[src/rtl/rollback_arbiter.sv]
// rtl/rollback_arbiter.sv - per-thread rollback collection, round-robin issue and squash windows
module rollback_arbiter #(
    parameter int THREADS       = 4,
    parameter int SQUASH_CYCLES = 5,
    parameter int ADDR_WIDTH    = 32,
    localparam int TIDW         = $clog2(THREADS),
    localparam int CW           = $clog2(SQUASH_CYCLES + 1)
) (
    input  logic                  clk,
    input  logic                  reset,
    input  logic                  sx_rollback_req,
    input  logic [TIDW-1:0]       sx_thread_idx,
    input  logic [ADDR_WIDTH-1:0] sx_rollback_pc,
    input  logic                  dm_rollback_req,
    input  logic [TIDW-1:0]       dm_thread_idx,
    input  logic [ADDR_WIDTH-1:0] dm_rollback_pc,
    input  logic                  mx_rollback_req,
    input  logic [TIDW-1:0]       mx_thread_idx,
    input  logic [ADDR_WIDTH-1:0] mx_rollback_pc,
    output logic                  wb_rollback_en,
    output logic [TIDW-1:0]       wb_rollback_thread_idx,
    output logic [1:0]            wb_rollback_pipeline,
    output logic [ADDR_WIDTH-1:0] wb_rollback_pc,
    output logic [THREADS-1:0]    wb_squash_mask,
    output logic                  wb_rollback_dropped
);
    localparam logic [1:0] PIPE_MEM    = 2'd0;
    localparam logic [1:0] PIPE_SCYCLE = 2'd1;
    localparam logic [1:0] PIPE_MCYCLE = 2'd2;

    // Deeper stage holds the older instruction, so it ranks higher.
    function automatic logic [1:0] rank(input logic [1:0] pipe);
        case (pipe)
            PIPE_MCYCLE: rank = 2'd2;
            PIPE_MEM:    rank = 2'd1;
            default:     rank = 2'd0;
        endcase
    endfunction

    logic [THREADS-1:0]    slot_valid_q, slot_valid_d;
    logic [1:0]            slot_pipe_q [THREADS];
    logic [1:0]            slot_pipe_d [THREADS];
    logic [ADDR_WIDTH-1:0] slot_pc_q   [THREADS];
    logic [ADDR_WIDTH-1:0] slot_pc_d   [THREADS];
    logic [CW-1:0]         squash_cnt_q [THREADS];
    logic [CW-1:0]         squash_cnt_d [THREADS];
    logic [TIDW-1:0]       ptr_q, ptr_d;
    logic                  en_q, en_d;
    logic [TIDW-1:0]       tid_q, tid_d;
    logic [1:0]            pipe_q, pipe_d;
    logic [ADDR_WIDTH-1:0] pc_q, pc_d;
    logic                  dropped_q, dropped_d;

    logic                  grant_valid;
    logic [TIDW-1:0]       grant_idx;
    logic [TIDW:0]         search_idx;

    always_comb begin
        grant_valid = 1'b0;
        grant_idx   = '0;
        search_idx  = '0;
        for (int i = 0; i < THREADS; i++) begin
            search_idx = {1'b0, ptr_q} + (TIDW+1)'(i);
            if (search_idx >= (TIDW+1)'(THREADS))
                search_idx = search_idx - (TIDW+1)'(THREADS);
            if (!grant_valid && slot_valid_q[search_idx[TIDW-1:0]]) begin
                grant_valid = 1'b1;
                grant_idx   = search_idx[TIDW-1:0];
            end
        end
    end

    logic                  has_sx, has_dm, has_mx, win_valid, blocked, granted;
    logic [1:0]            win_pipe;
    logic [ADDR_WIDTH-1:0] win_pc;

    always_comb begin
        dropped_d = 1'b0;
        has_sx = 1'b0; has_dm = 1'b0; has_mx = 1'b0;
        win_valid = 1'b0; blocked = 1'b0; granted = 1'b0;
        win_pipe = PIPE_MEM; win_pc = '0;
        for (int t = 0; t < THREADS; t++) begin
            slot_valid_d[t] = slot_valid_q[t];
            slot_pipe_d[t]  = slot_pipe_q[t];
            slot_pc_d[t]    = slot_pc_q[t];
            has_sx  = sx_rollback_req && (sx_thread_idx == TIDW'(t));
            has_dm  = dm_rollback_req && (dm_thread_idx == TIDW'(t));
            has_mx  = mx_rollback_req && (mx_thread_idx == TIDW'(t));
            granted = grant_valid && (grant_idx == TIDW'(t));
            blocked = (squash_cnt_q[t] != '0) || granted;
            win_valid = has_sx || has_dm || has_mx;
            if (has_mx) begin
                win_pipe = PIPE_MCYCLE; win_pc = mx_rollback_pc;
            end else if (has_dm) begin
                win_pipe = PIPE_MEM;    win_pc = dm_rollback_pc;
            end else begin
                win_pipe = PIPE_SCYCLE; win_pc = sx_rollback_pc;
            end
            // Same-thread losers are always discarded.
            if ((has_mx && (has_dm || has_sx)) || (has_dm && has_sx))
                dropped_d = 1'b1;
            if (granted)
                slot_valid_d[t] = 1'b0;
            if (win_valid) begin
                if (blocked) begin
                    dropped_d = 1'b1;
                end else if (!slot_valid_q[t]) begin
                    slot_valid_d[t] = 1'b1;
                    slot_pipe_d[t]  = win_pipe;
                    slot_pc_d[t]    = win_pc;
                end else if (rank(win_pipe) > rank(slot_pipe_q[t])) begin
                    slot_pipe_d[t]  = win_pipe;
                    slot_pc_d[t]    = win_pc;
                    dropped_d       = 1'b1;
                end else begin
                    dropped_d = 1'b1;
                end
            end
            if (granted)
                squash_cnt_d[t] = CW'(SQUASH_CYCLES);
            else if (squash_cnt_q[t] != '0)
                squash_cnt_d[t] = squash_cnt_q[t] - 1'b1;
            else
                squash_cnt_d[t] = '0;
        end
    end

    always_comb begin
        en_d   = grant_valid;
        tid_d  = tid_q;
        pipe_d = pipe_q;
        pc_d   = pc_q;
        ptr_d  = ptr_q;
        if (grant_valid) begin
            tid_d  = grant_idx;
            pipe_d = slot_pipe_q[grant_idx];
            pc_d   = slot_pc_q[grant_idx];
            ptr_d  = (grant_idx == TIDW'(THREADS - 1)) ? '0 : grant_idx + 1'b1;
        end
    end

    always_ff @(posedge clk or negedge reset) begin
        if (!reset) begin
            slot_valid_q <= '0;
            for (int t = 0; t < THREADS; t++) begin
                slot_pipe_q[t]  <= '0;
                slot_pc_q[t]    <= '0;
                squash_cnt_q[t] <= '0;
            end
            ptr_q     <= '0;
            en_q      <= 1'b0;
            tid_q     <= '0;
            pipe_q    <= '0;
            pc_q      <= '0;
            dropped_q <= 1'b0;
        end else begin
            slot_valid_q <= slot_valid_d;
            for (int t = 0; t < THREADS; t++) begin
                slot_pipe_q[t]  <= slot_pipe_d[t];
                slot_pc_q[t]    <= slot_pc_d[t];
                squash_cnt_q[t] <= squash_cnt_d[t];
            end
            ptr_q     <= ptr_d;
            en_q      <= en_d;
            tid_q     <= tid_d;
            pipe_q    <= pipe_d;
            pc_q      <= pc_d;
            dropped_q <= dropped_d;
        end
    end

    always_comb begin
        for (int t = 0; t < THREADS; t++)
            wb_squash_mask[t] = (squash_cnt_q[t] != '0);
    end

    assign wb_rollback_en         = en_q;
    assign wb_rollback_thread_idx = tid_q;
    assign wb_rollback_pipeline   = pipe_q;
    assign wb_rollback_pc         = pc_q;
    assign wb_rollback_dropped    = dropped_q;
endmodule

[config.mk]
export PLATFORM = sky130hd
export DESIGN_NAME = rollback_arbiter
export DESIGN_NICKNAME = d
export VERILOG_FILES = /design/src/rtl/rollback_arbiter.sv
export SDC_FILE = /design/constraint.sdc
export NUM_CORES = 1
export LEC_CHECK = 0
export BUFFER_PORTS_ARGS = -buffer_cell sky130_fd_sc_hd__clkbuf_2
export CAP_MARGIN = 20
export CORE_MARGIN = 1
export CORE_UTILIZATION = 59
export CTS_CLUSTER_SIZE = 10
export DETAILED_ROUTE_END_ITERATION = 12
export HOLD_SLACK_MARGIN = 0.03
export PLACE_DENSITY_LB_ADDON = 0.2
export SYNTH_ARGS = -nofsm -noshare
export SYNTH_HDL_FRONTEND = slang
export SYNTH_SLANG_ARGS = --single-unit
[constraint.sdc]
create_clock -name clk -period 3.1 [get_ports clk]
set_input_delay 0.62 -clock clk [delete_from_list [all_inputs] [get_ports clk]]
set_output_delay 0.62 -clock clk [all_outputs]
set_load 0.01 [all_outputs]
==> impl_metrics.yaml <==
run:
  max_cap_viols: 0
clock_network:
  clock_slew_seen_by_the_registers_of_the_worst_setup_and_hold_paths_ns: 0.07
  clock_tree.root_cell: "sky130_fd_sc_hd__clkbuf_16"
  ctsLongestPathBuffers: 2
  cts_repair_resize_count: 0
  post_cts_buffers: 0
  cts_inserted_buffers: 17
  clock_sinks: 192
  cts-htree-levels: 4
  insertion_delay_ns: 0.44
  clock_tree_from_tritoncts: "done"
  cts_hold_buffers: 0
floorplan:
  fp.dieArea_um2: 19600
  num_rows: 50
  floorplan.initialDensity_pct: 60.2
  design.core.area_um2: 18700
  dieHeight_um: 140
  io-pin-count: 149
  chip_width_um: 140
power_and_ir_drop:
  power_switching_mw: 5.19
  pwr_density_cell_nw_per_um2: 973
  clkPwrFrac_pct: 18.8
  power.sequential.fraction_pct: 34.8
  power_switching_share_pct: 41.6
  cell_internal_pwr_mw: 7.29
  report.power.total_mw: 12.5
  combinationalPowerShare_pct: 46.4
  max-vdd-ir-drop_mv: 0.827
  cellLeakagePower_nw: 6.49
final_layout:
  share_of_final_layout_standard_cells_stronger_than_drive_strength_1_pct: 18.6
  final_util_pct: 68.5
  layout-area-overhead-vs-synth_pct: 13.9
  nets: 1486
  number_of_inserted_diodes: 0
sta:
  min_period_ns: 2.77
  worst_slew_margin_rel_pct: 45.4
  accumulated_negative_setup_slack_ns: 0
  final_hold_violation_count: 0
  fmax_ghz: 0.361
  final.setup_skew_ns: 0.0112
  report.final.slew_viol_count: 0
  final_number_of_setup_violating_endpoints: 0
  timing_worst_slew_pin_value_ns: 0.820
  rsz0062_at_grt: "false"
  min_period_over_period_pct: 89.3
global_route:
  largest_net_degree_at_the_start_of_global_routing: 79
  first_global_vias: 9397
  wire_length_of_the_first_global_routing_pass_mm: 50.0
  grt_use_total_pct: 33.0
  global_route.overflow_total: 0
  antenna_found_initial: 0
setup_path:
  crit_required_ns: 3.38
  reg2reg_setup_slack_ns: 0.33
  setup.worst_path.class: "flop to flop"
  critPathMaxFanout: 68
  setup.worst_path.start_class: "flop"
  worstPathArrival_ns: 3.05
  worst_r2r_endpoint: "slot_pc_q[21]$_DFFE_PN0P_"
  worst_setup_path_end_kind: "flop"
  timing.reg2reg.worst_path_depth: 9
  reg2reg_from: "slot_valid_q[0]$_DFF_PN0_"
synth:
  ys_top_cells_by_area: "sky130_fd_sc_hd__dfrtp_1, sky130_fd_sc_hd__mux2i_1, sky130_fd_sc_hd__a21oi_1"
  synth.cell_area_um2: 11300
  ys_dominant_reg_cell: "sky130_fd_sc_hd__dfrtp_1"
  netlist.area_leader.share_pct: 42.7
  yosys.area_share.simple_pct: 14.4
  async_reset_ff_share_pct: 100
  synth.distinct_cells: 49
  synth-compound-area-share_pct: 18.6
  muxShareOfSynthArea_pct: 16.9
  synthDominantAreaCellType: "sky130_fd_sc_hd__dfrtp_1"
  main_combinational_cell_family_by_area_after_synthesis: "compound AO/OA/AOI/OAI gates"
  syn_inst: 1257
  yosys_register_bits: 192
  syn_area_per_cell_um2: 8.95
  ys.warnings.count: 0
  synth.yosys.seq_area_share_pct: 42.7
  number_of_flops_mapped_to_enable_cells_by_yosys: 0
  synthesis.nets: 1384
  yosys.area_share.xor_xnor_pct: 0
  adder_and_majority_gate_portion_of_the_synthesized_area_pct: 2.31
detailed_routing:
  final_routed_drc_violation_total: 0
  finalWirelength_mm: 31.2
  route.antenna.remaining_nets: 0
  router_iterations_before_antenna_repair: 5
  routed_wire_length_per_instance_um: 19.4
  route.detailed.vias_per_inst: 6.07
  dr_total_vias: 9746
  drt_iter0_drc: 810
worst_hold_path:
  hold_path.class: "primary input to async pin"
placement:
  globalplace.congestion: 0.787
  buffer_ports.inserted: 148
  place.detailed.hpwl_mm: 19.1
status:
  outcome: "finished clean"
-- cell families after synthesis --
| family | Yosys count |
|---|---|
| AO/OA/AOI/OAI | 361 |
| adder cells (fa/ha/maj) | 21 |
| buffers and inverters | 119 |
| flip-flops | 192 |
| multiplexers | 186 |
| AND/OR/NAND/NOR | 378 |
-- final cells by class --
type	count	area [um^2]
Inverter	22	85.1
Multi-Input combinational cell	946	5950
Tap cell	234	293
Timing Repair Buffer	180	1060
Clock inverter	15	196
Clock buffer	17	425
Sequential cell	192	4800
Fill cell	1513	5880
-- worst max-delay path, cell delays in order (launching register included) --
cell	delay (ns)
sky130_fd_sc_hd__dfrtp_1	0.52
sky130_fd_sc_hd__nor2b_4	0.21
sky130_fd_sc_hd__nor4_4	0.33
sky130_fd_sc_hd__nor2_4	0.11
sky130_fd_sc_hd__inv_4	0.08
sky130_fd_sc_hd__ha_1	0.22
sky130_fd_sc_hd__nand2_1	0.17
sky130_fd_sc_hd__o2111ai_4	0.14
sky130_fd_sc_hd__buf_4	0.59
sky130_fd_sc_hd__o21ai_0	0.23
-- per-stage QoR --
step                      worst slack [ns]  std cells  area, um^2  hold WS [ns]
after floorplan                      0.199       1257       11300         0.324
after global placement               0.421       1574       12200         0.455
after detailed placement             0.338       1574       12200         0.465
after CTS                            0.341       1606       12800         0.232
after global routing                 0.143       1606       12800         0.263
final                                0.333       1606       12800         0.204
-- power by group through the flow --
| stage | sequential, mW | combinational, mW | clock [mW] |
|---|---|---|---|
| 2_1_floorplan | 4.25 | 4.15 | 0 |
| 3_3_place_gp | 4.33 | 5.57 | 0 |
| 3_5_place_dp | 4.36 | 5.73 | 0 |
| 4_1_cts | 4.32 | 5.77 | 2.38 |
| 5_1_grt | 4.45 | 6.33 | 2.47 |
| 6_report | 4.34 | 5.79 | 2.35 |
-- state kept, by name, indices dropped and copies added, names as in the netlist --
register	cells
slot_pc_q	128
wb_rollback_pc	32
squash_cnt_q	12
slot_pipe_q	8
slot_valid_q	4
ptr_q	2
wb_rollback_pipeline	2
wb_rollback_thread_idx	2
wb_rollback_dropped	1
wb_rollback_en	1
-- cell usage in the layout, fill, tap and decap left out, drive strengths merged, types with 12 or more instances in the layout --
| cell type | synthesis | routed |
|---|---|---|
| dfrtp | 192 | 192 |
| mux2i | 174 | 174 |
| nand2 | 174 | 174 |
| clkbuf | 51 | 165 |
| o21ai | 156 | 156 |
| a21oi | 148 | 148 |
| nor2 | 148 | 148 |
| buf | 46 | 32 |
| inv | 22 | 28 |
| ha | 20 | 20 |
| nand3 | 17 | 17 |
| nand2b | 14 | 14 |
| o221ai | 14 | 14 |
| mux2 | 12 | 12 |
-- Yosys cell counts, types with 4 or more instances --
cell                        number
sky130_fd_sc_hd__mux2i_1       174
sky130_fd_sc_hd__o21ai_0       144
sky130_fd_sc_hd__o221ai_1       14
sky130_fd_sc_hd__clkbuf_1       51
sky130_fd_sc_hd__a221oi_2        9
sky130_fd_sc_hd__a21boi_0        4
sky130_fd_sc_hd__nand3b_1        6
sky130_fd_sc_hd__o21ai_1        12
sky130_fd_sc_hd__ha_1           20
sky130_fd_sc_hd__nor2b_1         4
sky130_fd_sc_hd__a221o_1        11
sky130_fd_sc_hd__buf_2          32
sky130_fd_sc_hd__buf_6           6
sky130_fd_sc_hd__nor2_1        146
sky130_fd_sc_hd__dfrtp_1       192
sky130_fd_sc_hd__nand2_1       171
sky130_fd_sc_hd__mux2_4          8
sky130_fd_sc_hd__nand3_1        17
sky130_fd_sc_hd__buf_1           5
sky130_fd_sc_hd__inv_1          20
sky130_fd_sc_hd__a21oi_1       148
sky130_fd_sc_hd__nand2b_1       14
sky130_fd_sc_hd__a2bb2oi_1       4
-- routing by layer --
metal | GRT usage, % | part of all wire, %
met1 | 44.8 | 43
met2 | 53.2 | 46
met3 | 5.78 | 7.7
met4 | 12.1 | 3.0
met5 | 0 | 0
-- worst max path at each step --
stage / slack [ns] / endpoint / from
after floorplan: 0.20 / slot_pipe_q[1]$_DFFE_PN0P_ / mx_rollback_req
after global placement: 0.42 / slot_pc_q[10]$_DFFE_PN0P_ / mx_thread_idx[1]
after detailed placement: 0.34 / slot_pc_q[8]$_DFFE_PN0P_ / mx_thread_idx[1]
after CTS: 0.34 / slot_pc_q[21]$_DFFE_PN0P_ / slot_valid_q[0]$_DFF_PN0_
after global routing: 0.14 / slot_pc_q[18]$_DFFE_PN0P_ / slot_valid_q[0]$_DFF_PN0_
final: 0.33 / slot_pc_q[21]$_DFFE_PN0P_ / slot_valid_q[0]$_DFF_PN0_
(Power assumes the default switching activity.)
